### src/rtl/fetch_ctrl_pkg.sv
// Shared definitions for the fetch controller: run states, default opcodes
// and the opcode field location inside the 9-bit instruction word.
package fetch_ctrl_pkg;

  typedef enum logic [1:0] {
    ST_IDLE = 2'd0,
    ST_INIT = 2'd1,
    ST_RUN  = 2'd2,
    ST_DONE = 2'd3
  } state_t;

  localparam int unsigned INSTR_W  = 9;
  localparam int unsigned OP_HI    = 8;
  localparam int unsigned OP_LO    = 6;
  localparam int unsigned OP_W     = OP_HI - OP_LO + 1;
  localparam int unsigned RETIRE_W = 16;

  localparam logic [OP_W-1:0] DEF_OP_JUMP   = 3'b111;
  localparam logic [OP_W-1:0] DEF_OP_BRANCH = 3'b110;

  function automatic logic [OP_W-1:0] op_field(input logic [INSTR_W-1:0] instr);
    return instr[OP_HI:OP_LO];
  endfunction

endpackage

### src/rtl/fetch_ctrl_if.sv
// Fetch controller bus: run handshake, ROM/datapath inputs and program
// counter controls plus run status.
interface fetch_ctrl_if;
  import fetch_ctrl_pkg::*;

  logic                start;
  logic [INSTR_W-1:0]  instr;
  logic                flag;
  logic                halt;
  logic                pc_init;
  logic                jump_en;
  logic                branch_en;
  logic [INSTR_W-1:0]  ir;
  logic [RETIRE_W-1:0] retired;
  logic                busy;
  logic                done;
  logic                err;

  modport master (
    output start, instr, flag, halt,
    input  pc_init, jump_en, branch_en, ir, retired, busy, done, err
  );

  modport slave (
    input  start, instr, flag, halt,
    output pc_init, jump_en, branch_en, ir, retired, busy, done, err
  );
endinterface

### src/rtl/fetch_ctrl_op_decode.sv
// Combinational opcode decode into program counter jump/branch requests.
module op_decode
  import fetch_ctrl_pkg::*;
#(
  parameter logic [OP_W-1:0] OP_JUMP   = DEF_OP_JUMP,
  parameter logic [OP_W-1:0] OP_BRANCH = DEF_OP_BRANCH
) (
  input  logic            enable,
  input  logic [OP_W-1:0] opcode,
  input  logic            flag,
  output logic            jump_en,
  output logic            branch_en
);

  logic is_jump;

  always_comb begin
    is_jump   = (opcode == OP_JUMP);
    jump_en   = enable && is_jump;
    // jump wins if both opcodes are ever configured identically
    branch_en = enable && !is_jump && (opcode == OP_BRANCH) && flag;
  end

endmodule

### src/rtl/fetch_ctrl.sv
// Instruction fetch controller: sequences IDLE/INIT/RUN/DONE, issues
// instructions, counts retirements and enforces a RUN-cycle timeout.
module fetch_ctrl
  import fetch_ctrl_pkg::*;
#(
  parameter int unsigned     TIMEOUT   = 1023,
  parameter logic [OP_W-1:0] OP_JUMP   = DEF_OP_JUMP,
  parameter logic [OP_W-1:0] OP_BRANCH = DEF_OP_BRANCH
) (
  input logic         CLK,
  input logic         init_n,
  fetch_ctrl_if.slave bus
);

  localparam int unsigned CW = (TIMEOUT > 0) ? $clog2(TIMEOUT + 1) : 1;
  localparam logic [CW-1:0] TMO = CW'(TIMEOUT);

  state_t              state;
  logic [CW-1:0]       cyc;
  logic [INSTR_W-1:0]  ir_q;
  logic [RETIRE_W-1:0] retired_q;
  logic                err_q;
  logic                issue;

  assign issue = (state == ST_RUN) && !bus.halt;

  op_decode #(
    .OP_JUMP   (OP_JUMP),
    .OP_BRANCH (OP_BRANCH)
  ) u_dec (
    .enable    (issue),
    .opcode    (op_field(bus.instr)),
    .flag      (bus.flag),
    .jump_en   (bus.jump_en),
    .branch_en (bus.branch_en)
  );

  always_comb begin
    bus.pc_init = (state == ST_INIT);
    bus.busy    = (state == ST_INIT) || (state == ST_RUN);
    bus.done    = (state == ST_DONE);
    bus.ir      = ir_q;
    bus.retired = retired_q;
    bus.err     = err_q;
  end

  always_ff @(posedge CLK or negedge init_n) begin
    if (!init_n) begin
      state     <= ST_IDLE;
      cyc       <= '0;
      ir_q      <= '0;
      retired_q <= '0;
      err_q     <= 1'b0;
    end else begin
      case (state)
        ST_IDLE: begin
          if (bus.start) begin
            state     <= ST_INIT;
            retired_q <= '0;
            cyc       <= '0;
            err_q     <= 1'b0;
          end
        end
        ST_INIT: begin
          retired_q <= '0;
          cyc       <= '0;
          err_q     <= 1'b0;
          state     <= ST_RUN;
        end
        ST_RUN: begin
          cyc <= cyc + CW'(1);
          if (bus.halt) begin
            state <= ST_DONE;
            err_q <= 1'b0;
          end else begin
            ir_q <= bus.instr;
            if (retired_q != '1) retired_q <= retired_q + RETIRE_W'(1);
            // the timeout cycle still issues; halt in the same cycle wins above
            if (cyc == TMO) begin
              state <= ST_DONE;
              err_q <= 1'b1;
            end
          end
        end
        ST_DONE: begin
          if (bus.start) begin
            state     <= ST_INIT;
            retired_q <= '0;
            cyc       <= '0;
            err_q     <= 1'b0;
          end
        end
        default: state <= ST_IDLE;
      endcase
    end
  end

endmodule

### src/flat_wrapper.sv
// flat-port wrapper written by rule: the top's interface ports become plain ports
module fetch_ctrl_flat import fetch_ctrl_pkg::*;
#(
  parameter int unsigned     TIMEOUT   = 1023,
  parameter logic [OP_W-1:0] OP_JUMP   = DEF_OP_JUMP,
  parameter logic [OP_W-1:0] OP_BRANCH = DEF_OP_BRANCH
)
  (CLK, init_n, bus_start, bus_instr, bus_flag, bus_halt, bus_pc_init, bus_jump_en, bus_branch_en, bus_ir, bus_retired, bus_busy, bus_done, bus_err);
  fetch_ctrl_if bus_i ();
  input logic CLK;
  input logic init_n;
  input wire logic [$bits(bus_i.start)-1:0] bus_start;
  input wire logic [$bits(bus_i.instr)-1:0] bus_instr;
  input wire logic [$bits(bus_i.flag)-1:0] bus_flag;
  input wire logic [$bits(bus_i.halt)-1:0] bus_halt;
  output wire logic [$bits(bus_i.pc_init)-1:0] bus_pc_init;
  output wire logic [$bits(bus_i.jump_en)-1:0] bus_jump_en;
  output wire logic [$bits(bus_i.branch_en)-1:0] bus_branch_en;
  output wire logic [$bits(bus_i.ir)-1:0] bus_ir;
  output wire logic [$bits(bus_i.retired)-1:0] bus_retired;
  output wire logic [$bits(bus_i.busy)-1:0] bus_busy;
  output wire logic [$bits(bus_i.done)-1:0] bus_done;
  output wire logic [$bits(bus_i.err)-1:0] bus_err;
  assign bus_i.start = bus_start;
  assign bus_i.instr = bus_instr;
  assign bus_i.flag = bus_flag;
  assign bus_i.halt = bus_halt;
  assign bus_pc_init = bus_i.pc_init;
  assign bus_jump_en = bus_i.jump_en;
  assign bus_branch_en = bus_i.branch_en;
  assign bus_ir = bus_i.ir;
  assign bus_retired = bus_i.retired;
  assign bus_busy = bus_i.busy;
  assign bus_done = bus_i.done;
  assign bus_err = bus_i.err;
  fetch_ctrl #(.TIMEOUT(TIMEOUT), .OP_JUMP(OP_JUMP), .OP_BRANCH(OP_BRANCH)) u_core (.CLK(CLK), .init_n(init_n), .bus(bus_i));
endmodule
### config.mk
export PLATFORM = sky130hd
export DESIGN_NAME = fetch_ctrl_flat
export DESIGN_NICKNAME = d
export VERILOG_FILES = /design/src/rtl/fetch_ctrl_pkg.sv /design/src/rtl/fetch_ctrl_if.sv /design/src/rtl/fetch_ctrl_op_decode.sv /design/src/rtl/fetch_ctrl.sv /design/src/flat_wrapper.sv
export SDC_FILE = /design/constraint.sdc
export NUM_CORES = 1
export LEC_CHECK = 0
export BUFFER_PORTS_ARGS = -buffer_cell sky130_fd_sc_hd__clkbuf_2
export CORE_ASPECT_RATIO = 0.9
export CORE_MARGIN = 8
export CORE_UTILIZATION = 54
export CTS_CLUSTER_SIZE = 24
export DETAILED_ROUTE_END_ITERATION = 10
export PLACE_DENSITY = 0.81
export SLEW_MARGIN = 20
export SYNTH_ARGS = -nofsm -noshare
export SYNTH_HDL_FRONTEND = slang
export SYNTH_HIERARCHICAL = 1
export SYNTH_SLANG_ARGS = --single-unit
### constraint.sdc
create_clock -name CLK -period 2.8 [get_ports CLK]
set_clock_uncertainty 0.1 [all_clocks]
set_input_delay 0.14 -clock CLK [delete_from_list [all_inputs] [get_ports CLK]]
set_output_delay 0.14 -clock CLK [all_outputs]
set_load 0.005 [all_outputs]
==> run summary, run 1 <==
Routability cong. = 0.887
Sequential share of power = 0.397
I/O Buffers = 44
Critical path endpoint category = primary output
Via Count = 1720
Hold Vio Cnt, Final = 0
Synthesized area per cell = 9.58 µm²
Chip width = 80.5 µm
Syn Inst Count = 211
Total core area = 0.00365 mm²
Crit path required time = 2560 ps
Hold-fix buffers, CTS = 7
MaxCap Viol Count = 0
Vias in the first global route = 1627
NetSw = 0.000629 W
Pre-antenna DRT Iters = 4
Crit path time final = 2250 ps
Via-to-Cell Ratio = 5.53
Fillers = 289
Worst Tran Pin Value = 921 ps
Largest family of logic cells by synthesized area = simple AND/OR/NAND/NOR gates
Adder-Cell Fraction of Synth Area = 0.0371
I/O pin cnt = 45
Most frequent cells in the layout = clkbuf_2, dfrtp_1, nand2_1
Gr ovfl total = 0
HP Class = primary input to flip-flop
Area fraction in compound gates after synthesis = 0.106
Final WL = 4800 µm
Clock network fraction of design power = 0.262
Syn Nets = 231
CP Class = flip-flop to primary output
Worst-Skew Late Latency = 290 ps
DIE AREA = 0.00596 mm²
Area growth syn-to-layout = 21.7%
Post-synthesis cell area = 0.00202 mm²
DRC = 0
Cell row count = 21
Yosys warnings = 6
Nets = 284
Critical path launch point type = flip-flop
Antenna cells = 0
Arr. time, crit path = 2010 ps
Placed cells = 296
Tcrit/Tclk final = 0.805
Clock Sinks = 38
Maximum vdd drop = 0.368 mV
Synth Register Bits = 38
Leakage = 1.13 nW
Simple-gate area share of the yosys netlist = 0.223
CTS buffer count = 5
Resized cells post-CTS = 0
Antenna Nets Post-Route = 0
Wire length per cell = 15.4 µm
Die H = 74.1 µm
First-pass GRT wire length = 8010 µm
Post-CTS Setup Repair Bufs = 0
Sequential fraction of the synthesis area = 0.470
Count of cell types in the netlist = 38
Clock slew at reported path FFs = 80 ps
Tightest hold margin = 7.84 ps
Largest net degree at the start of global routing = 39
Max clock buf depth = 2
Rel. slew slack = 0.386
CTS root buf = clkbuf_8
Setup violators final = 0
Combinational share of power = 0.341
Pint = 0.00117 W
Htree depth = 2
Sw Share = 0.350
Layout cells sized above 1 = 0.268
Total count of max-transition violations in the final report = 0
CTS tree = yes
Area occupied by multi-input gates = 987 µm²
Post-synthesis xor/xnor area fraction = 0.0217
Status = completed
PwrDens = 732 mW/mm²
Initial antenna violation count = 0
Fin cells = 311
Setup TNS = 0 ps
RSZ-0062 raised after global routing = false
F_max = 444 MHz
Seq. cell area = 951 µm²
Crit Path Max Fanout = 13
Starting DRC count in detailed routing = 108
DPL Wire Length = 3280 µm
Initial Util = 0.554
Gr usage total = 0.171
Commonest non-fill, non-tap cell in the layout = clkbuf_2
Mux contribution to synthesized area = 0.0996
-- state kept, by name, summed over array words and instances (netlist names) --
name,flops
u_core/bus.err,1
u_core/bus.retired,16
u_core/bus.ir,9
u_core/state,2
u_core/cyc,10
-- Yosys cell counts --
| library cell | count | area (µm²) |
|---|---|---|
| nor3b_1 | 1 | 7.51 |
| inv_1 | 10 | 37.5 |
| nand2b_1 | 2 | 12.5 |
| a211oi_1 | 1 | 7.51 |
| o21ai_4 | 1 | 16.3 |
| or4_1 | 1 | 7.51 |
| nor4_1 | 4 | 25.0 |
| o41a_1 | 1 | 11.3 |
| a21oi_2 | 1 | 8.76 |
| clkbuf_1 | 2 | 7.51 |
| a31o_2 | 1 | 8.76 |
| nor3b_2 | 1 | 12.5 |
| buf_2 | 4 | 20.0 |
| a22o_1 | 1 | 8.76 |
| o31ai_1 | 1 | 7.51 |
| nand4_1 | 9 | 56.3 |
| a21oi_1 | 5 | 25.0 |
| o21ai_0 | 17 | 85.1 |
| nor2_1 | 21 | 78.8 |
| nor3_1 | 3 | 15.0 |
| or3_1 | 1 | 6.26 |
| buf_6 | 1 | 11.3 |
| dfrtp_1 | 38 | 951 |
| mux2_2 | 9 | 101 |
| mux2i_1 | 10 | 100 |
| a221o_1 | 2 | 20.0 |
| ha_1 | 6 | 75.1 |
| nand3_2 | 2 | 20.0 |
| xnor2_1 | 2 | 17.5 |
| nor2b_1 | 2 | 12.5 |
| o311ai_0 | 1 | 8.76 |
| nand2_1 | 30 | 113 |
| nand4_2 | 1 | 12.5 |
| xor2_1 | 3 | 26.3 |
| and2_1 | 2 | 12.5 |
| buf_4 | 1 | 7.51 |
| nand3_1 | 12 | 60.1 |
| a22oi_1 | 1 | 7.51 |
-- worst paths after layout --
check / from / slack [ps] / depth (start not counted) / endpoint
worst max register to register: u_core/state[0]$_DFFE_PN0P_ / 550 / 7 / u_core/state[0]$_DFFE_PN0P_
min in group asynchronous: init_n / 410 / 2 / u_core/bus.retired[2]$_DFFE_PN0P_
max in group asynchronous: init_n / 1620 / 2 / u_core/state[1]$_DFFE_PN0P_
worst max-delay path: u_core/state[0]$_DFFE_PN0P_ / 550 / 7 / bus_branch_en
worst min register to register: u_core/bus.retired[15]$_DFFE_PN0P_ / 410 / 1 / u_core/bus.retired[15]$_DFFE_PN0P_
worst min-delay path: bus_instr[8] / 8 / 2 / u_core/bus.ir[8]$_DFFE_PN0P_
-- power by group through the flow --
stage,Sequential (W),Combinational (W),Clock [W]
global route,0.000729,0.000694,0.000500
detailed placement,0.000721,0.000603,0
global placement,0.000710,0.000588,0
floorplan,0.000718,0.000383,0
finish,0.000714,0.000613,0.000472
CTS,0.000710,0.000611,0.000478
-- cell families (layout without fill, tap and decap cells) --
kind of cell	count (synthesis)	count (layout)
AO/OA/AOI/OAI	33	33
XOR/XNOR	5	5
adder cells (fa/ha/maj)	6	6
buffers and inverters	18	72
flip-flops	38	38
multiplexers	19	19
AND/OR/NAND/NOR	92	92
-- worst max-delay path: stages (launching register included) --
cell and delay, ps:
dfrtp_1 430, inv_1 90, ha_1 330, nor2b_1 230, buf_4 240, nand3_2 100
nor3b_2 170, clkbuf_2 130
-- per-stage QoR --
stage               worst slack, ps  instance area (µm²)  power, W   util
global placement                629                 2280   0.00130  0.623
floorplan                       675                 2020   0.00110      -
CTS                             547                 2460   0.00180  0.674
finish                          546                 2460   0.00180  0.674
global route                    363                 2460   0.00192  0.674
detailed placement              575                 2280   0.00132  0.623
-- routing by layer --
metal / routed length [µm] / track usage / vias up
met1: 2060 / 0.212 / 815
met4: 75 / 0.0645 / 0
met2: 2300 / 0.277 / 50
li1: - / - / 847
met3: 363 / 0.0495 / 8
met5: 0 / 0 / -
-- area by class of cell --
cell class / count / area share
Clock buffer: 5 / 0.0280
Clock inverter: 3 / 0.0183
Inverter: 10 / 0.0153
Multi-Input combinational cell: 155 / 0.401
Sequential cell: 38 / 0.387
Tap cell: 46 / 0.0234
Timing Repair Buffer: 54 / 0.127
No activity file was read; power rests on OpenSTA's default activity.
==> run 2: changes to the inputs <==
==> constraint.sdc (replaced) <==
create_clock -name CLK -period 2.3 [get_ports CLK]
set_clock_uncertainty 0.1 [all_clocks]
set_input_delay 0.115 -clock CLK [delete_from_list [all_inputs] [get_ports CLK]]
set_output_delay 0.115 -clock CLK [all_outputs]
set_load 0.005 [all_outputs]
==> run 2 against run 1 <==
  * Core utilization grew 1.1 points
  * Setup slack worse by 420 ps
  * Non-clock buffer count rose by 5
  * Count of clock-buffer cells in the layout did not move
  * Largest power group unchanged
  * Clock power grew 18%
  * Final area grew 1.6%
  * Combinational power rose by 23%
  * Critical path depth down 1
  * Final cell count grew 1.6%
==> run summary, run 2 (synthesized netlist as in run 1, its figures left out) <==
Leakage = 1.16 nW (+2.8%)
CTS root buf = clkbuf_8
Layout cells sized above 1 = 0.285 (+0.0173)
Maximum vdd drop = 0.532 mV (+45%)
Cell row count = 21 (unchanged)
Max clock buf depth = 2 (unchanged)
Crit Path Max Fanout = 10 (-3)
Total count of max-transition violations in the final report = 0 (unchanged)
Fin cells = 316 (+1.6%)
Clock Sinks = 38 (unchanged)
Area growth syn-to-layout = 23.6%
DIE AREA = 0.00596 mm² (unchanged)
Tcrit/Tclk final = 0.947
Critical path launch point type = flip-flop
Nets = 289 (+1.8%)
Vias in the first global route = 1706 (+4.9%)
Max incr delay on CP = 640 ps (+210 ps)
Antenna Nets Post-Route = 0 (unchanged)
Pre-antenna DRT Iters = 4 (unchanged)
Final Power = 0.00218 W (+21%)
Setup violators final = 0 (unchanged)
Worst-Skew Late Latency = 290 ps (about the same)
Via-to-Cell Ratio = 5.58 (+0.88%)
Gr ovfl total = 0 (unchanged)
Clock slew at reported path FFs = 80 ps (about the same)
I/O pin cnt = 45 (unchanged)
Hold Vio Cnt, Final = 0 (unchanged)
Starting DRC count in detailed routing = 119 (+10%)
Seq. cell area = 951 µm² (unchanged)
Wire length per cell = 15.1 µm (-2.3%)
CP Class = flip-flop to flip-flop
Commonest non-fill, non-tap cell in the layout = clkbuf_2
Antenna cells = 0 (unchanged)
Worst Tran Pin Value = 931 ps (+9.99 ps)
Arr. time, crit path = 2260 ps (+250 ps)
Area occupied by multi-input gates = 991 µm² (+0.38%)
Hold path depth = 2 (unchanged)
Crit path time final = 2180 ps
Fillers = 282 (-2.4%)
Pre-CTS setup slack = 117 ps (-458 ps)
Htree depth = 2 (unchanged)
I/O Buffers = 44 (unchanged)
Via Count = 1763 (+2.5%)
Initial antenna violation count = 0 (unchanged)
Chip width = 80.5 µm (unchanged)
CP Cell Sequence = ha_1, nand4_1, o41a_2, nand4_1, nor4_1, a221o_1
PwrDens = 872 mW/mm² (+19%)
Largest net degree at the start of global routing = 39 (unchanged)
MaxCap Viol Count = 0 (unchanged)
Placed cells = 300 (+1.4%)
DRC = 0 (unchanged)
Crit path required time = 2380 ps (-180 ps)
DPL Wire Length = 3330 µm (+1.6%)
Rel. slew slack = 0.379 (-0.00666)
Setup TNS = 0 ps (unchanged)
HP Class = primary input to flip-flop
Worst path most repeated cell = nand4_1
CTS tree = yes
Post-CTS Setup Repair Bufs = 0 (unchanged)
Initial Util = 0.554 (unchanged)
Most frequent cells in the layout = clkbuf_2, dfrtp_1, nand2_1
Routability cong. = 0.916 (+3.3%)
Slowest CP cell = o41a_2
Worst R2R Path Depth = 6 (-1)
Worst setup margin = 122 ps (-424 ps)
Final WL = 4760 µm (-0.73%)
Final core area utilization = 0.684 (+0.0106)
Gr usage total = 0.167 (-0.00438)
CTS buffer count = 5 (unchanged)
Total core area = 0.00365 mm² (unchanged)
First-pass GRT wire length = 7910 µm (-1.3%)
Max reg flops = 16 (unchanged)
Critical path endpoint category = flip-flop
Die H = 74.1 µm (unchanged)
Status = completed
RSZ-0062 raised after global routing = false
F_max = 459 MHz
==> run 2: path summary, 6_finish.rpt <==
kind / startpoint / to / slack, ps
max: u_core/bus.retired[0]$_DFFE_PN0P_ / u_core/bus.retired[4]$_DFFE_PN0P_ / 120
max in group asynchronous: init_n / u_core/bus.ir[2]$_DFFE_PN0P_ / 1130
min in group asynchronous: init_n / u_core/bus.retired[2]$_DFFE_PN0P_ / 390
min: bus_instr[6] / u_core/bus.ir[6]$_DFFE_PN0P_ / 7
max reg2reg: u_core/bus.retired[0]$_DFFE_PN0P_ / u_core/bus.retired[4]$_DFFE_PN0P_ / 120
min reg2reg: u_core/cyc[1]$_DFFE_PN0P_ / u_core/cyc[1]$_DFFE_PN0P_ / 410
==> run 2: report_power, final <==
part	switching (W)	internal, W
Sequential	0.0000796	0.000785
Combinational	0.000427	0.000329
Clock	0.000239	0.000319
==> run 2: worst max-delay path: cells and delay by family, from the launching register on <==
| family | cells | cell delay (ps) |
|---|---|---|
| AO/OA/AOI/OAI | 2 | 910 |
| flip-flops | 1 | 430 |
| AND/OR/NAND/NOR | 3 | 380 |
| adder cells (fa/ha/maj) | 1 | 240 |
==> run 2: per-stage QoR <==
step | instance area, µm² | hold WS (ps)
2_1_floorplan | 2020 | -281
3_3_place_gp | 2310 | 207
3_5_place_dp | 2310 | 202
4_1_cts | 2490 | 0.976
5_1_grt | 2500 | 3.99
6_report | 2500 | 6.83
==> run 2: final cells by class <==
class                   instances  share of cell area
well taps                      46              0.0230
flip-flops and latches         38               0.381
multi-input cells             155               0.397
clock inverters                 3              0.0160
repair buffers                 59               0.141
inverters                      10              0.0150
clock buffers                   5              0.0275
==> run 2: what timing repair did <==
action,4_1_cts,5_1_grt
setup endpoints to repair,0,8
hold buffers,8,0
resized for setup,0,2
hold endpoints to repair,45,0
==> run 2: routing by layer <==
layer  vias to the layer above  share of wire  GRT usage
met5                         -              0          0
met4                         0          0.013     0.0806
met3                        10          0.072     0.0399
met2                        64           0.49      0.275
met1                       832           0.43      0.200
li1                        857              -          -
